$ cat src/rtl/rv_bus_pkg.sv
// Shared types and constants for the fetch/LSU bus arbiter.
// No clocked logic; latency and backpressure do not apply.
package rv_bus_pkg;

    typedef enum logic [1:0] {
        ST_IDLE      = 2'd0,
        ST_GRANT_IF  = 2'd1,
        ST_GRANT_LSU = 2'd2,
        ST_RESP      = 2'd3
    } arb_state_t;

    typedef enum logic {
        GRANT_FETCH = 1'b0,
        GRANT_LSU   = 1'b1
    } arb_grant_t;

    localparam logic [3:0] BUS_SEL_WORD = 4'hF;

    function automatic logic [31:0] fetch_byte_addr(input logic [29:0] word_addr);
        return {word_addr, 2'b00};
    endfunction

endpackage

$ cat src/rtl/rv_bus_watchdog.sv
// Grant-state watchdog: o_expired is high in the cycle the count equals TIMEOUT_CYCLES-1.
// One-cycle registered strobe; i_clear arms at grant entry, i_enable counts, neither resets.
module rv_bus_watchdog
#(
    parameter int TIMEOUT_CYCLES = 255
)
(
    input  logic i_clk,
    input  logic i_reset_n,
    input  logic i_clear,
    input  logic i_enable,
    output logic o_expired
);

    localparam int                CNT_W    = $clog2(TIMEOUT_CYCLES + 1);
    localparam logic [CNT_W-1:0]  CNT_LAST = CNT_W'(TIMEOUT_CYCLES - 1);

    logic [CNT_W-1:0] r_count;
    logic [CNT_W-1:0] w_count_inc;
    logic             r_expired;

    assign w_count_inc = r_count + CNT_W'(1);
    assign o_expired   = r_expired;

    // The flag is computed from the next count so it lines up with the count itself.
    always_ff @(posedge i_clk or negedge i_reset_n) begin
        if (!i_reset_n) begin
            r_count   <= '0;
            r_expired <= 1'b0;
        end else if (i_clear) begin
            r_count   <= '0;
            r_expired <= (CNT_LAST == '0);
        end else if (i_enable) begin
            r_count   <= w_count_inc;
            r_expired <= (w_count_inc == CNT_LAST);
        end else begin
            r_count   <= '0;
            r_expired <= 1'b0;
        end
    end

endmodule

$ cat src/rtl/rv_bus_arbiter.sv
// Fetch/LSU bus arbiter: one access at a time, ack two cycles after request on a zero-wait bus.
// Requesters hold req until ack; RV_ARB_ROUND_ROBIN_EN selects round-robin, else LSU priority.
module rv_bus_arbiter
    import rv_bus_pkg::*;
#(
    parameter int TIMEOUT_CYCLES   = 255,
    parameter int RESET_LAST_GRANT = 0
)
(
    input  logic        i_clk,
    input  logic        i_reset_n,
    input  logic        i_if_req,
    input  logic [31:2] i_if_addr,
    output logic        o_if_ack,
    output logic        o_if_err,
    output logic [31:0] o_if_data,
    input  logic        i_lsu_req,
    input  logic        i_lsu_write,
    input  logic [31:0] i_lsu_addr,
    input  logic [3:0]  i_lsu_sel,
    input  logic [31:0] i_lsu_wdata,
    output logic        o_lsu_ack,
    output logic        o_lsu_err,
    output logic [31:0] o_lsu_rdata,
    output logic        o_bus_stb,
    output logic        o_bus_we,
    output logic [31:0] o_bus_addr,
    output logic [3:0]  o_bus_sel,
    output logic [31:0] o_bus_wdata,
    input  logic        i_bus_ack,
    input  logic [31:0] i_bus_rdata
);

    arb_state_t  r_state;
    logic        r_if_ack;
    logic        r_if_err;
    logic [31:0] r_if_data;
    logic        r_lsu_ack;
    logic        r_lsu_err;
    logic [31:0] r_lsu_rdata;
    logic        r_bus_stb;
    logic        r_bus_we;
    logic [31:0] r_bus_addr;
    logic [3:0]  r_bus_sel;
    logic [31:0] r_bus_wdata;

    logic        w_any_req;
    logic        w_grant_lsu;
    logic        w_in_grant;
    logic        w_wd_clear;
    logic        w_wd_enable;
    logic        w_expired;

    assign w_any_req  = i_if_req | i_lsu_req;
    assign w_in_grant = (r_state == ST_GRANT_IF) || (r_state == ST_GRANT_LSU);

`ifdef RV_ARB_ROUND_ROBIN_EN
    localparam arb_grant_t LAST_GRANT_INIT = (RESET_LAST_GRANT != 0) ? GRANT_LSU : GRANT_FETCH;
    arb_grant_t r_last_grant;

    assign w_grant_lsu = i_lsu_req && (!i_if_req || (r_last_grant == GRANT_FETCH));
`else
    assign w_grant_lsu = i_lsu_req;
`endif

    // Counter stops on the exit cycle so it reads zero throughout RESP.
    assign w_wd_clear  = (r_state == ST_IDLE) && w_any_req;
    assign w_wd_enable = w_in_grant && !i_bus_ack && !w_expired;

    rv_bus_watchdog #(
        .TIMEOUT_CYCLES (TIMEOUT_CYCLES)
    ) u_watchdog (
        .i_clk      (i_clk),
        .i_reset_n  (i_reset_n),
        .i_clear    (w_wd_clear),
        .i_enable   (w_wd_enable),
        .o_expired  (w_expired)
    );

    always_ff @(posedge i_clk or negedge i_reset_n) begin
        if (!i_reset_n) begin
            r_state     <= ST_IDLE;
            r_if_ack    <= 1'b0;
            r_if_err    <= 1'b0;
            r_if_data   <= '0;
            r_lsu_ack   <= 1'b0;
            r_lsu_err   <= 1'b0;
            r_lsu_rdata <= '0;
            r_bus_stb   <= 1'b0;
            r_bus_we    <= 1'b0;
            r_bus_addr  <= '0;
            r_bus_sel   <= '0;
            r_bus_wdata <= '0;
`ifdef RV_ARB_ROUND_ROBIN_EN
            r_last_grant <= LAST_GRANT_INIT;
`endif
        end else begin
            case (r_state)
                ST_IDLE: begin
                    if (w_grant_lsu) begin
                        r_state     <= ST_GRANT_LSU;
                        r_bus_stb   <= 1'b1;
                        r_bus_we    <= i_lsu_write;
                        r_bus_addr  <= i_lsu_addr;
                        r_bus_sel   <= i_lsu_sel;
                        r_bus_wdata <= i_lsu_wdata;
`ifdef RV_ARB_ROUND_ROBIN_EN
                        r_last_grant <= GRANT_LSU;
`endif
                    end else if (i_if_req) begin
                        r_state     <= ST_GRANT_IF;
                        r_bus_stb   <= 1'b1;
                        r_bus_we    <= 1'b0;
                        r_bus_addr  <= fetch_byte_addr(i_if_addr);
                        r_bus_sel   <= BUS_SEL_WORD;
                        r_bus_wdata <= '0;
`ifdef RV_ARB_ROUND_ROBIN_EN
                        r_last_grant <= GRANT_FETCH;
`endif
                    end
                end
                // Ack is tested before expiry so a same-cycle ack is never reported as an error.
                ST_GRANT_IF: begin
                    if (i_bus_ack || w_expired) begin
                        r_state   <= ST_RESP;
                        r_bus_stb <= 1'b0;
                        r_bus_we  <= 1'b0;
                        r_if_ack  <= 1'b1;
                        r_if_err  <= !i_bus_ack;
                        r_if_data <= i_bus_ack ? i_bus_rdata : 32'h0;
                    end
                end
                ST_GRANT_LSU: begin
                    if (i_bus_ack || w_expired) begin
                        r_state     <= ST_RESP;
                        r_bus_stb   <= 1'b0;
                        r_bus_we    <= 1'b0;
                        r_lsu_ack   <= 1'b1;
                        r_lsu_err   <= !i_bus_ack;
                        r_lsu_rdata <= i_bus_ack ? i_bus_rdata : 32'h0;
                    end
                end
                ST_RESP: begin
                    r_state   <= ST_IDLE;
                    r_if_ack  <= 1'b0;
                    r_if_err  <= 1'b0;
                    r_lsu_ack <= 1'b0;
                    r_lsu_err <= 1'b0;
                end
                default: r_state <= ST_IDLE;
            endcase
        end
    end

    assign o_if_ack    = r_if_ack;
    assign o_if_err    = r_if_err;
    assign o_if_data   = r_if_data;
    assign o_lsu_ack   = r_lsu_ack;
    assign o_lsu_err   = r_lsu_err;
    assign o_lsu_rdata = r_lsu_rdata;
    assign o_bus_stb   = r_bus_stb;
    assign o_bus_we    = r_bus_we;
    assign o_bus_addr  = r_bus_addr;
    assign o_bus_sel   = r_bus_sel;
    assign o_bus_wdata = r_bus_wdata;

endmodule

$ cat config.mk
export PLATFORM = sky130hd
export DESIGN_NAME = rv_bus_arbiter
export DESIGN_NICKNAME = d
export VERILOG_FILES = /design/src/rtl/rv_bus_pkg.sv /design/src/rtl/rv_bus_watchdog.sv /design/src/rtl/rv_bus_arbiter.sv
export SDC_FILE = /design/constraint.sdc
export NUM_CORES = 1
export LEC_CHECK = 0
export CORE_UTILIZATION = 41
export DETAILED_ROUTE_END_ITERATION = 7
export GPL_ROUTABILITY_DRIVEN = 0
export PLACE_DENSITY = 0.87
export SYNTH_ARGS = -nofsm -noshare
export SYNTH_HDL_FRONTEND = slang
export SYNTH_HIERARCHICAL = 1
export SYNTH_SLANG_ARGS = --single-unit
$ cat constraint.sdc
create_clock -name i_clk -period 3.7 [get_ports i_clk]
set_clock_uncertainty 0.15 [all_clocks]
set_input_delay 0.37 -clock i_clk [delete_from_list [all_inputs] [get_ports i_clk]]
set_output_delay 0.37 -clock i_clk [all_outputs]
set_load 0.005 [all_outputs]
Word level (Yosys, flattened, before mapping)

Cells that the tools add are included.

$add $sub $neg: 1
Eq/ne operators: 8
Muxes and demuxes: 28
Bitwise gates (word level): 1
Reduce and logical (&&, ||, !) cells: 20

Operator list:

| kind                  | number |
|---|---|
| $mux W32              | 5 |
| $mux W8               | 2 |
| $pmux W1 S2           | 6 |
| $reduce_and A2 Y1     | 6 |
| $mux W1               | 9 |
| $add A8 B1 Y8 const B | 1 |
| $eq A8 B8 Y1 const B  | 1 |
| $mux W4               | 2 |
| $reduce_bool A2 Y1    | 4 |
| $mux W2               | 3 |
| $ne A2 B1 Y1 const B  | 3 |
| $pmux W2 S3           | 1 |
| $eq A2 B2 Y1 const B  | 2 |
| $logic_and A1 B1 Y1   | 3 |
| $ne A3 B3 Y1 const B  | 1 |
| $reduce_and A3 Y1     | 1 |
| $eq A2 B1 Y1 const B  | 1 |
| $logic_not A1 Y1      | 2 |
| $logic_not A2 Y1      | 1 |
| $logic_or A1 B1 Y1    | 2 |
| $reduce_or A2 Y1      | 1 |
| $or A1 B1 Y1          | 1 |

Bits in registers: 149
Bits of input ports: 136
Output and inout bits: 138
Word-level logic and storage cells: 72

Logic depth before layout (Yosys ltp)

Gate-level depths: netlist of run 1.

Depth after elaboration: 6
Gate-level depth with buffers: 9

Modules after synthesis

Netlist of run 1, hierarchy kept.

By module, submodules not included:

| module          | times used | cells each | area an instance (um^2) | seq. area each (um^2) |
|---|---|---|---|---|
| rv_bus_arbiter  | 1          | 409        | 5,487.8                 | 3,503.4 |
| rv_bus_watchdog | 1          | 45         | 452.9                   | 225.2 |

Worst setup path after synthesis of run 1

No wires, ideal clock.

Path type: register to register
Start point: register r_state[0]
End point: register u_watchdog.r_expired (netlist: u_watchdog/o_expired)
Setup time: 0.066 ns
Arrival time: 1.678 ns
Slack: 1.805 ns
Cell stages (with the launch flop): 10
Clock period less this slack: 1.895 ns
Cells stage by stage: dfrtp_1 > inv_1 > ha_1 > o21ai_4 > buf_6 > inv_2 > or2b_2 > buf_6 > a21oi_2 > and3_1

Elaborated cells on any way between the ends: 9
Those cells by class: 2 x eq/ne; 2 x mux; 5 x reduce/logical

RTL lines:

| item                   | RTL line              | RTL |
|---|---|---|
| from (decl)            | rv_bus_arbiter.sv:34  | `arb_state_t r_state;` |
| from (signal assigned) | rv_bus_arbiter.sv:82  | `r_state <= ST_IDLE;` |
| from (signal assigned) | rv_bus_arbiter.sv:101 | `r_state <= ST_GRANT_LSU;` |
| from (signal assigned) | rv_bus_arbiter.sv:111 | `r_state <= ST_GRANT_IF;` |
| $logic_not A2 Y1       | rv_bus_arbiter.sv:67  | `assign w_wd_clear = (r_state == ST_IDLE) && w_any_req;` |
| $logic_and A1 B1 Y1    | rv_bus_arbiter.sv:67  |  |
| via w_wd_clear         | rv_bus_arbiter.sv:50  | `logic w_wd_clear;` |
| $mux W1                | rv_bus_watchdog.sv:30 | `end else if (i_clear) begin` |
| to (signal assigned)   | rv_bus_watchdog.sv:32 | `r_expired <= (CNT_LAST == '0);` |
| to (signal assigned)   | rv_bus_watchdog.sv:35 | `r_expired <= (w_count_inc == CNT_LAST);` |
| to (decl)              | rv_bus_watchdog.sv:20 | `logic r_expired;` |

The timed path passes the listed nets, and every way through them passes these cells.
A chain may end at the register's enable or synchronous reset.

Worst setup path in the final report of run 1

Start point: register r_state[0]
End point: register r_bus_wdata[16] (netlist: o_bus_wdata[16])

Cells in the longest elaborated chain, start to end: 2

Ends and longest elaborated chain:

| item                        | RTL line              | RTL |
|---|---|---|
| $logic_not A2 Y1            | rv_bus_arbiter.sv:98  | `case (r_state)` |
| $reduce_and A2 Y1 (no line) | -                     |  |
| to (signal assigned)        | rv_bus_arbiter.sv:106 | `r_bus_wdata <= i_lsu_wdata;` |
| to (decl)                   | rv_bus_arbiter.sv:45  | `logic [31:0] r_bus_wdata;` |

Every way passes these cells.

==> results of run 1 <==
## layer usage
| layer | routed length (microns) | vias to the layer above |
|---|---|---|
| li1 | - | 2204 |
| met1 | 6510 | 2432 |
| met2 | 8002 | 225 |
| met3 | 1240 | 38 |
| met4 | 490 | 0 |
| met5 | 0 | - |
## critical path, stage by stage (launching register included)
cell and delay, ns:
dfrtp_1 0.38, inv_1 0.10, ha_1 0.30, o21ai_4 0.10, buf_4 0.68, a22o_1 0.30
## power breakdown
group          total (uW)  internal (uW)  switching (uW)
sequential           2750           2330             423
combinational        3030           1880            1160
clock                1880           1210             665
## registers in the layout (all words and copies together) (netlist names), 2 cells and up
| signal | flops |
|---|---|
| o_bus_wdata | 32 |
| o_lsu_rdata | 32 |
| u_watchdog/r_count | 8 |
| o_if_data | 32 |
| o_bus_sel | 4 |
| o_bus_addr | 32 |
| r_state | 2 |
## how the worst max path moves through the flow
| stage | slack (ns) | end | cells after the start |
|---|---|---|---|
| finish | 1.56 | o_bus_wdata[16]$_DFFE_PN0P_ | 5 |
| global route | 1.41 | o_bus_addr[30]$_DFFE_PN0P_ | 6 |
| CTS | 1.57 | o_bus_wdata[16]$_DFFE_PN0P_ | 5 |
| detailed placement | 1.46 | u_watchdog/o_expired$_DFF_PN0_ | 6 |
| global placement | 1.50 | u_watchdog/o_expired$_DFF_PN0_ | 6 |
| floorplan | 1.81 | u_watchdog/o_expired$_DFF_PN0_ | 9 |
## cell usage in the layout (no fill, tap or decap), types with 3 or more instances in the layout
cell	count
nor2b_1	3
o21ai_1	30
o22a_1	4
dfrtp_1	149
clkdlybuf4s50_1	271
xnor2_1	4
ha_1	7
mux2i_1	32
clkbuf_16	17
a22o_1	99
buf_4	7
a21oi_1	3
o21ai_0	7
inv_1	7
nand2_1	35
and2_1	4
nor2_1	7
clkinvlp_4	3
nand3_1	7
bufinv_16	5
## Yosys cell counts, types with 2 or more instances
cell	instances	share of area, %
xnor2_1	4	0.59
nand3_1	7	0.59
inv_1	7	0.44
clkbuf_1	4	0.25
nor2b_1	3	0.32
dfrtp_1	149	63
buf_2	12	1.0
nor2_1	7	0.44
buf_6	7	1.3
mux2i_1	32	5.4
o22a_1	4	0.59
and2_1	4	0.42
o21ai_1	32	2.7
ha_1	7	1.5
a22o_1	99	15
o21ai_0	7	0.59
o2bb2ai_1	2	0.29
nand2_1	35	2.2
or3_1	2	0.21
mux2_2	2	0.38
a21oi_1	3	0.25
buf_4	9	1.1
or2b_1	2	0.25
a22oi_1	2	0.25
## metrics by stage
stage                     std cells  hold WS [ns]
final                           915        0.3104
after global routing            915        0.3403
after CTS                       915        0.3029
after global placement          882        0.3160
after floorplan                 454      -0.07559
after detailed placement        882        0.3243
## logic make-up (layout without fill, tap and decap cells)
logic type	after synthesis	in the layout	synth area share, %
buf+inv	41	322	4.318
mux	34	34	5.771
simple gates	66	66	5.139
xor+xnor	5	5	0.7371
compound gates	152	152	19.80
fa+ha+maj	7	7	1.474
flops	149	149	62.76
## area by class of cell
class                           instances  area share [%]
Multi-Input combinational cell        264           20.87
Timing Repair Buffer                  282           29.89
Sequential cell                       149           39.64
Clock buffer                           20           4.749
Tap cell                              180           2.395
Clock inverter                         12           2.129
Inverter                                8          0.3193
## timing repair
action | CTS | global route
buffers inserted | 0 | 0
hold buffers | 1 | 0
endpoints found under the hold margin | 92 | 0
==> results.json, run 1 <==
{
  "r2r_cells": 5,
  "syn-num-nets": 597,
  "multi_input_comb_area_sq_mm": 0.001963,
  "drt_first_pass_iters": 4,
  "cts_buffer_depth": 2,
  "coreArea_sq_mm": 0.01399,
  "syn_inst": 454,
  "nNetsFinal": 865,
  "clock_latency_ns": 0.42,
  "arrival_ns": 2.34,
  "ant_nets": 0,
  "die_x_microns": 122.4,
  "fin_tns_setup_ns": 0,
  "cts_resized": 0,
  "wl_per_cell_microns": 17.75,
  "grt_pass1_vias": 5021,
  "post_dp_cell_area_sq_mm": 0.008748,
  "r2r_slack_ns": 1.56,
  "crit_path_max_fanout": 94,
  "grt_overflow_total": 0,
  "numClockSinks": 149,
  "drt-initial-drc-count": 279,
  "cts-root-buf": "clkbuf_16",
  "max_freq_mhz": 466.9,
  "report.final.slew_viol_count": 0,
  "power_uw": 7668,
  "gr-usage-met1_pct": 26.35,
  "syn_avg_cell_area_sq_um": 13.09,
  "fin_crit_ns": 2.142,
  "critPathLaunch": "r_state[0]$_DFFE_PN0P_",
  "relSlewSlack_pct": 41.90,
  "clk_pin_slew_ns": 0.06,
  "register_area_sq_mm": 0.003729,
  "power.density_mw_per_mm2": 815.3,
  "ys.flop_type": "dfrtp_1",
  "post-route-period-util_pct": 57.89,
  "seq_area_frac_synth_pct": 62.76,
  "grt_use_total_pct": 22.20,
  "utilization_pct": 67.24,
  "peakVddDrop_uv": 375.8,
  "critPathRequiredTime_ns": 3.90,
  "port_buffers": 273,
  "setup_viol": 0,
  "cts_tree": "built",
  "fin_ws_ns": 1.558,
  "use_met2_pct": 37.11,
  "timing.rr.end": "o_bus_wdata[16]$_DFFE_PN0P_",
  "die_h_microns": 122.4,
  "r2r-start": "r_state[0]$_DFFE_PN0P_",
  "netlist_area_sq_mm": 0.005941,
  "busiest_layer": "met2",
  "rsz0062_at_grt": "no",
  "status": "complete, no violations",
  "pin_count": 274,
  "whs_path_depth": 3,
  "start_util_pct": 42.47,
  "synth_cell_types": 36,
  "final_hold_viol_count": 0,
  "final_area_sq_mm": 0.009405,
  "worst_pin_slew_ns": 0.8715,
  "dp_hpwl_microns": 11430,
  "diodes": 0,
  "viasPerCell": 5.354,
  "gr-usage-met3_pct": 6.273,
  "hold_path_class": "input pin to flip-flop",
  "antenna_found_initial": 0,
  "cts_htree_levels": 4,
  "drc": 0,
  "critPathLaunchType": "flip-flop",
  "fillCellCount": 1044,
  "num_rows": 43,
  "syn_to_final_growth_pct": 58.32,
  "wirelength_microns": 16250,
  "drv_cap": 0,
  "num_vias": 4899,
  "post-place-ws_ns": 1.463,
  "grt_max_degree": 95,
  "synth-edff-count": 0,
  "fp.dieArea_sq_mm": 0.01497,
  "numCtsBuffers": 17,
  "power.leakage_uw": 0.004182,
  "grt_pass1_wl_microns": 25470,
  "synth-seq-cells": 149,
  "crit_type": "flip-flop to flip-flop",
  "layout-drive-gt1-share_pct": 6.667,
  "crit_path_end_kind": "flip-flop",
  "holdPathEnd": "r_state[0]$_DFFE_PN0P_",
  "ys_warn_count": 6,
  "async_reset_ff_share_pct": 100.0,
  "min_from": "i_lsu_req"
}
(Power assumes the default switching activity.)
==> run 2, diff against run 1 <==
--- a/config.mk
+++ b/config.mk
@@ -5,10 +5,10 @@
 export SDC_FILE = /design/constraint.sdc
 export NUM_CORES = 1
 export LEC_CHECK = 0
-export CORE_UTILIZATION = 41
+export CORE_UTILIZATION = 37
 export DETAILED_ROUTE_END_ITERATION = 7
 export GPL_ROUTABILITY_DRIVEN = 0
-export PLACE_DENSITY = 0.87
+export PLACE_DENSITY = 0.83
 export SYNTH_ARGS = -nofsm -noshare
 export SYNTH_HDL_FRONTEND = slang
 export SYNTH_HIERARCHICAL = 1
==> constraint.sdc (replaced) <==
create_clock -name i_clk -period 1.74 [get_ports i_clk]
set_clock_uncertainty 0.15 [all_clocks]
set_input_delay 0.174 -clock i_clk [delete_from_list [all_inputs] [get_ports i_clk]]
set_output_delay 0.174 -clock i_clk [all_outputs]
set_load 0.005 [all_outputs]
==> run 2 against run 1 <==
Die area is 11% higher; sequential share of layout area decreased by 0.97 points; global-route usage decreased by 1.5 points; cell area rose by 2.5%; power increased by 110%; setup slack got worse by 1.5 ns; hold slack worse by 0.25 ns; final cell count grew 4.9%; routed wire length is 2.9% higher; clock power increased by 100%; critical path type is now flip-flop to primary output; critical endpoint is now o_if_err; highest routed layer unchanged.
==> results.json, run 2 (synthesized netlist as in run 1, its figures left out) <==
{
  "status": "complete, no violations",
  "post-place-ws_ns": -0.01428,
  "clkPwrFrac_pct": 22.9,
  "clk_pin_slew_ns": 0.06,
  "crit_path_max_fanout": 3,
  "hold_ws_ns": 0.06461,
  "switchingPower_uw": 4789,
  "grt_pass1_vias": 5168,
  "relSlewSlack_pct": 77.75,
  "final_common_cell": "clkdlybuf4s50_1",
  "die_h_microns": 128.7,
  "grt_max_degree": 55,
  "die_x_microns": 128.7,
  "final_area_sq_mm": 0.009644,
  "pwr-share-seq_pct": 35.5,
  "utilization_pct": 62.51,
  "wirelength_microns": 16720,
  "final_hold_viol_count": 0,
  "grt_pass1_wl_microns": 26190,
  "p_comb_share_pct": 41.6,
  "cp_cell_sequence": "clkdlybuf4s50_1",
  "nNetsFinal": 881,
  "power.internal_uw": 11680,
  "drc": 0,
  "crit_type": "flip-flop to primary output",
  "diodes": 0,
  "ant_nets": 0,
  "cp-endpoint": "o_if_err",
  "fp.dieArea_sq_mm": 0.01657,
  "post-route-period-util_pct": 96.95,
  "coreArea_sq_mm": 0.01543,
  "post_dp_cell_area_sq_mm": 0.009017,
  "fin_crit_ns": 1.687,
  "viasPerCell": 5.093,
  "critPathRequiredTime_ns": 1.42,
  "worst_path_max_delay_cell": "clkdlybuf4s50_1",
  "r2r-start": "r_state[1]$_DFFE_PN0P_",
  "fin_ws_ns": 0.05308,
  "cts-root-buf": "clkbuf_16",
  "rsz0062_at_grt": "yes",
  "layout_common_cells": "271 x clkdlybuf4s50_1, 148 x dfrtp_1, 99 x a22o_1, 35 x nand2_1, 32 x mux2i_1",
  "dp_hpwl_microns": 12120,
  "cts_tree": "built",
  "wl_per_cell_microns": 17.41,
  "syn_to_final_growth_pct": 62.34,
  "drt_first_pass_iters": 4,
  "num_rows": 45,
  "cts_htree_levels": 4,
  "fin_tns_setup_ns": 0,
  "cp_num_buf_inv": 1,
  "setup_viol": 0,
  "numClockSinks": 149,
  "drv_cap": 0,
  "numCtsBuffers": 17,
  "power.density_mw_per_mm2": 1707,
  "r2r_cells": 6,
  "critical_path.top_delay_family": "buffers and inverters",
  "swShare_pct": 29.08,
  "clock_latency_ns": 0.41,
  "critPathLaunch": "o_if_err$_DFFE_PN0P_",
  "peakVddDrop_uv": 870.1,
  "crit_path_end_kind": "primary output",
  "timing.rr.end": "u_watchdog/o_expired$_DFF_PN0_",
  "drt-initial-drc-count": 207,
  "grt_overflow_total": 0,
  "port_buffers": 273,
  "cts_buffer_depth": 2,
  "max_freq_mhz": 592.8,
  "worstSetupPathDepth": 1,
  "antenna_found_initial": 0,
  "r2r_slack_ns": 0.06,
  "report.final.slew_viol_count": 0,
  "power.leakage_uw": 0.004281,
  "num_vias": 4889,
  "arrival_ns": 1.36,
  "pin_count": 274,
  "hold_path_class": "input pin to asynchronous set/reset pin",
  "layout-drive-gt1-share_pct": 9.079,
  "grt_use_total_pct": 20.73,
  "critPathLaunchType": "flip-flop",
  "max_stage_delay_ns": 0.56,
  "start_util_pct": 38.51,
  "worst_pin_slew_ns": 0.3337
}
run 2: timing repair:
action / in CTS / in global routing
hold buffers: 1 / 0
gates resized for setup: 0 / 1
setup endpoints to repair: 0 / 2
setup buffers: 0 / 1
endpoints found under the hold margin: 149 / 0
run 2: area by class of cell:
cell class | instances | area (sq um)
clock buffers | 22 | 484.2
clock inverters | 8 | 123.9
fillers | 1194 | 5783
inverters | 8 | 32.53
multi-input cells | 264 | 1978
flip-flops and latches | 149 | 3730
well taps | 211 | 264.0
repair buffers | 298 | 3032
run 2: worst min-delay path by stage:
stage | from | end | slack, ns
4_1_cts | i_reset_n | o_bus_addr[30]$_DFFE_PN0P_ | 0.06
6_report | i_reset_n | o_bus_addr[30]$_DFFE_PN0P_ | 0.06
5_1_grt | i_reset_n | o_bus_addr[30]$_DFFE_PN0P_ | 0.08
3_3_place_gp | i_reset_n | o_if_data[14]$_DFFE_PN0P_ | -0.06
2_1_floorplan | i_reset_n | o_bus_addr[0]$_DFFE_PN0P_ | -0.27
3_5_place_dp | i_reset_n | o_bus_addr[22]$_DFFE_PN0P_ | -0.06
run 2: power by group through the flow:
| stage | registers [uW] | clock network, uW | logic [uW] |
|---|---|---|---|
| detailed placement | 5880 | 0 | 6880 |
| global placement | 5810 | 0 | 6670 |
| CTS | 5850 | 3850 | 6920 |
| floorplan | 5890 | 0 | 2700 |
| global route | 6010 | 4030 | 7400 |
| finish | 5840 | 3780 | 6840 |
run 2: routing by layer:
metal / global-route usage (%) / part of all wire, % / wire (microns)
met1: 23.53 / 39 / 6509
met2: 35.99 / 52 / 8617
met3: 6.237 / 7.0 / 1167
met4: 9.412 / 2.5 / 423
met5: 0 / 0 / 0
run 2: through the flow:
stage | instances | total power, uW
after CTS | 959 | 16620
after detailed placement | 928 | 12750
final | 960 | 16470
after global routing | 960 | 17440
after global placement | 928 | 12470
after floorplan | 454 | 8592
==> run 3, diff against run 2 <==
--- a/config.mk
+++ b/config.mk
@@ -9,6 +9,7 @@
 export DETAILED_ROUTE_END_ITERATION = 7
 export GPL_ROUTABILITY_DRIVEN = 0
 export PLACE_DENSITY = 0.83
+export RECOVER_POWER = 100
 export SYNTH_ARGS = -nofsm -noshare
 export SYNTH_HDL_FRONTEND = slang
 export SYNTH_HIERARCHICAL = 1
==> run 3 against run 2 <==
Routed wire length is 0.29% lower; register-to-register slack hardly changed; maximum frequency is 1.2% lower; global-route usage stayed put; final cell count stayed put; die area stayed put; count of clock-buffer cells in the layout stayed put; power is 2.0% lower; combinational power is 4.4% lower; cell area is 0.82% lower; largest cell class unchanged; largest power group unchanged; highest routed layer unchanged.
==> results.json, run 3 (synthesized netlist as in run 1, its figures left out) <==
{
  "pwr-share-seq_pct": 36.1,
  "fin_crit_ns": 1.707,
  "crit_path_max_fanout": 2,
  "swShare_pct": 29.38,
  "wl_per_cell_microns": 17.36,
  "start_util_pct": 38.51,
  "drt-initial-drc-count": 248,
  "multi_input_comb_area_sq_mm": 0.001963,
  "arrival_ns": 1.38,
  "critPathLaunchType": "flip-flop",
  "drc": 0,
  "grt_pass1_wl_microns": 26190,
  "switchingPower_uw": 4742,
  "hold_path_class": "input pin to flip-flop",
  "fin_tns_setup_ns": 0,
  "drt_first_pass_iters": 5,
  "dp_hpwl_microns": 12120,
  "pin_count": 274,
  "cts-root-buf": "clkbuf_16",
  "nNetsFinal": 881,
  "max_freq_mhz": 585.9,
  "die_x_microns": 128.7,
  "crit_type": "flip-flop to primary output",
  "cts_tree": "built",
  "cp_cell_sequence": "dlygate4sd3_1",
  "relSlewSlack_pct": 46.27,
  "grt_max_degree": 55,
  "port_buffers": 273,
  "post-route-period-util_pct": 98.08,
  "final_hold_viol_count": 0,
  "die_h_microns": 128.7,
  "grt_pass1_vias": 5168,
  "critPathRequiredTime_ns": 1.42,
  "power.density_mw_per_mm2": 1688,
  "register_area_sq_mm": 0.003730,
  "wirelength_microns": 16670,
  "setup_viol": 0,
  "num_rows": 45,
  "numCtsBuffers": 17,
  "syn_to_final_growth_pct": 61.02,
  "crit_path_end_kind": "primary output",
  "cp_num_buf_inv": 1,
  "peakVddDrop_uv": 812.5,
  "report.final.slew_viol_count": 0,
  "diodes": 0,
  "rsz0062_at_grt": "yes",
  "final_common_cell": "clkdlybuf4s50_1",
  "coreArea_sq_mm": 0.01543,
  "num_vias": 4882,
  "cts_buffer_depth": 2,
  "grt_use_total_pct": 20.73,
  "worst_path_max_delay_cell": "dlygate4sd3_1",
  "fp.dieArea_sq_mm": 0.01657,
  "viasPerCell": 5.085,
  "cts_htree_levels": 4,
  "drv_cap": 0,
  "power.leakage_uw": 0.004309,
  "status": "complete, no violations",
  "placedCellCount": 928,
  "clock_latency_ns": 0.41,
  "fin_cells": 960,
  "max_stage_delay_ns": 0.59,
  "p_comb_share_pct": 40.5,
  "worst_pin_slew_ns": 0.8060,
  "fillCellCount": 1207,
  "utilization_pct": 62.00,
  "ant_nets": 0,
  "grt_overflow_total": 0,
  "power.internal_uw": 11400,
  "layout_common_cells": "228 x clkdlybuf4s50_1, 148 x dfrtp_1, 99 x a22o_1, 44 x dlygate4sd3_1, 35 x nand2_1",
  "clk_pin_slew_ns": 0.06,
  "layout-drive-gt1-share_pct": 8.411,
  "clkPwrFrac_pct": 23.4,
  "antenna_found_initial": 0,
  "numClockSinks": 149,
  "critical_path.top_delay_family": "buffers and inverters"
}
-- run 3: changes by cell type in the layout (fill, tap and decap cells not counted), moves of 2 or more --
cell / change
buf_12: -5
buf_4: -7
buf_6: +4
clkbuf_1: +3
clkbuf_2: +2
clkbuf_4: +3
clkdlybuf4s50_1: -43
dlygate4sd3_1: +43
o21ai_0: +6
o21ai_1: -4
-- run 3: path summary, 6_finish.rpt --
path	startpoint	to	slack (ns)	depth (start not counted)
setup reg to reg	r_state[1]$_DFFE_PN0P_	u_watchdog/o_expired$_DFF_PN0_	0.06	6
setup / recovery	o_bus_wdata[17]$_DFFE_PN0P_	o_bus_wdata[17]	0.03	1
max in group asynchronous	i_reset_n	o_lsu_rdata[8]$_DFFE_PN0P_	0.27	3
min in group asynchronous	i_reset_n	o_bus_addr[30]$_DFFE_PN0P_	0.24	2
hold / removal	i_lsu_req	r_state[1]$_DFFE_PN0P_	0.11	4
hold reg to reg	o_bus_addr[5]$_DFFE_PN0P_	o_bus_addr[5]$_DFFE_PN0P_	0.32	2
-- run 3: timing repair --
action	4_1_cts	5_1_grt
hold buffers	1	0
hold endpoints to repair	149	0
buffers inserted	0	1
setup endpoints to repair	0	2
gates resized for setup	0	1
-- run 3: routing by layer --
| metal | vias up | GRT usage [%] | share of wire (%) |
|---|---|---|---|
| met2 | 218 | 35.99 | 52 |
| met4 | 0 | 9.412 | 2.5 |
| met5 | - | 0 | 0 |
| met1 | 2409 | 23.53 | 38 |
| met3 | 32 | 6.237 | 7.1 |
| li1 | 2223 | - | - |
-- run 3: power groups by stage --
stage / Combinational (uW) / Sequential [uW] / Clock, uW
floorplan: 2700 / 5890 / 0
global placement: 6670 / 5810 / 0
detailed placement: 6880 / 5880 / 0
CTS: 6920 / 5850 / 3850
global route: 7090 / 5990 / 4030
finish: 6540 / 5820 / 3780
-- run 3: layout make-up --
cell class / count / area share, %
Clock buffer: 22 / 5.062
Clock inverter: 8 / 1.295
Inverter: 8 / 0.3401
Multi-Input combinational cell: 264 / 20.52
Sequential cell: 149 / 38.99
Tap cell: 211 / 2.760
Timing Repair Buffer: 298 / 31.03
-- run 3: stage by stage --
stage          cell area (sq um)  hold WS (ns)  worst slack (ns)  power, uW
5_1_grt                     9565        0.1387          -0.01541      17110
2_1_floorplan               5958       -0.2716           0.02140       8592
4_1_cts                     9635       0.05777           0.03900      16620
3_3_place_gp                9017      -0.06359           0.01968      12470
6_report                    9565        0.1067           0.03334      16140
3_5_place_dp                9017      -0.06073          -0.01428      12750
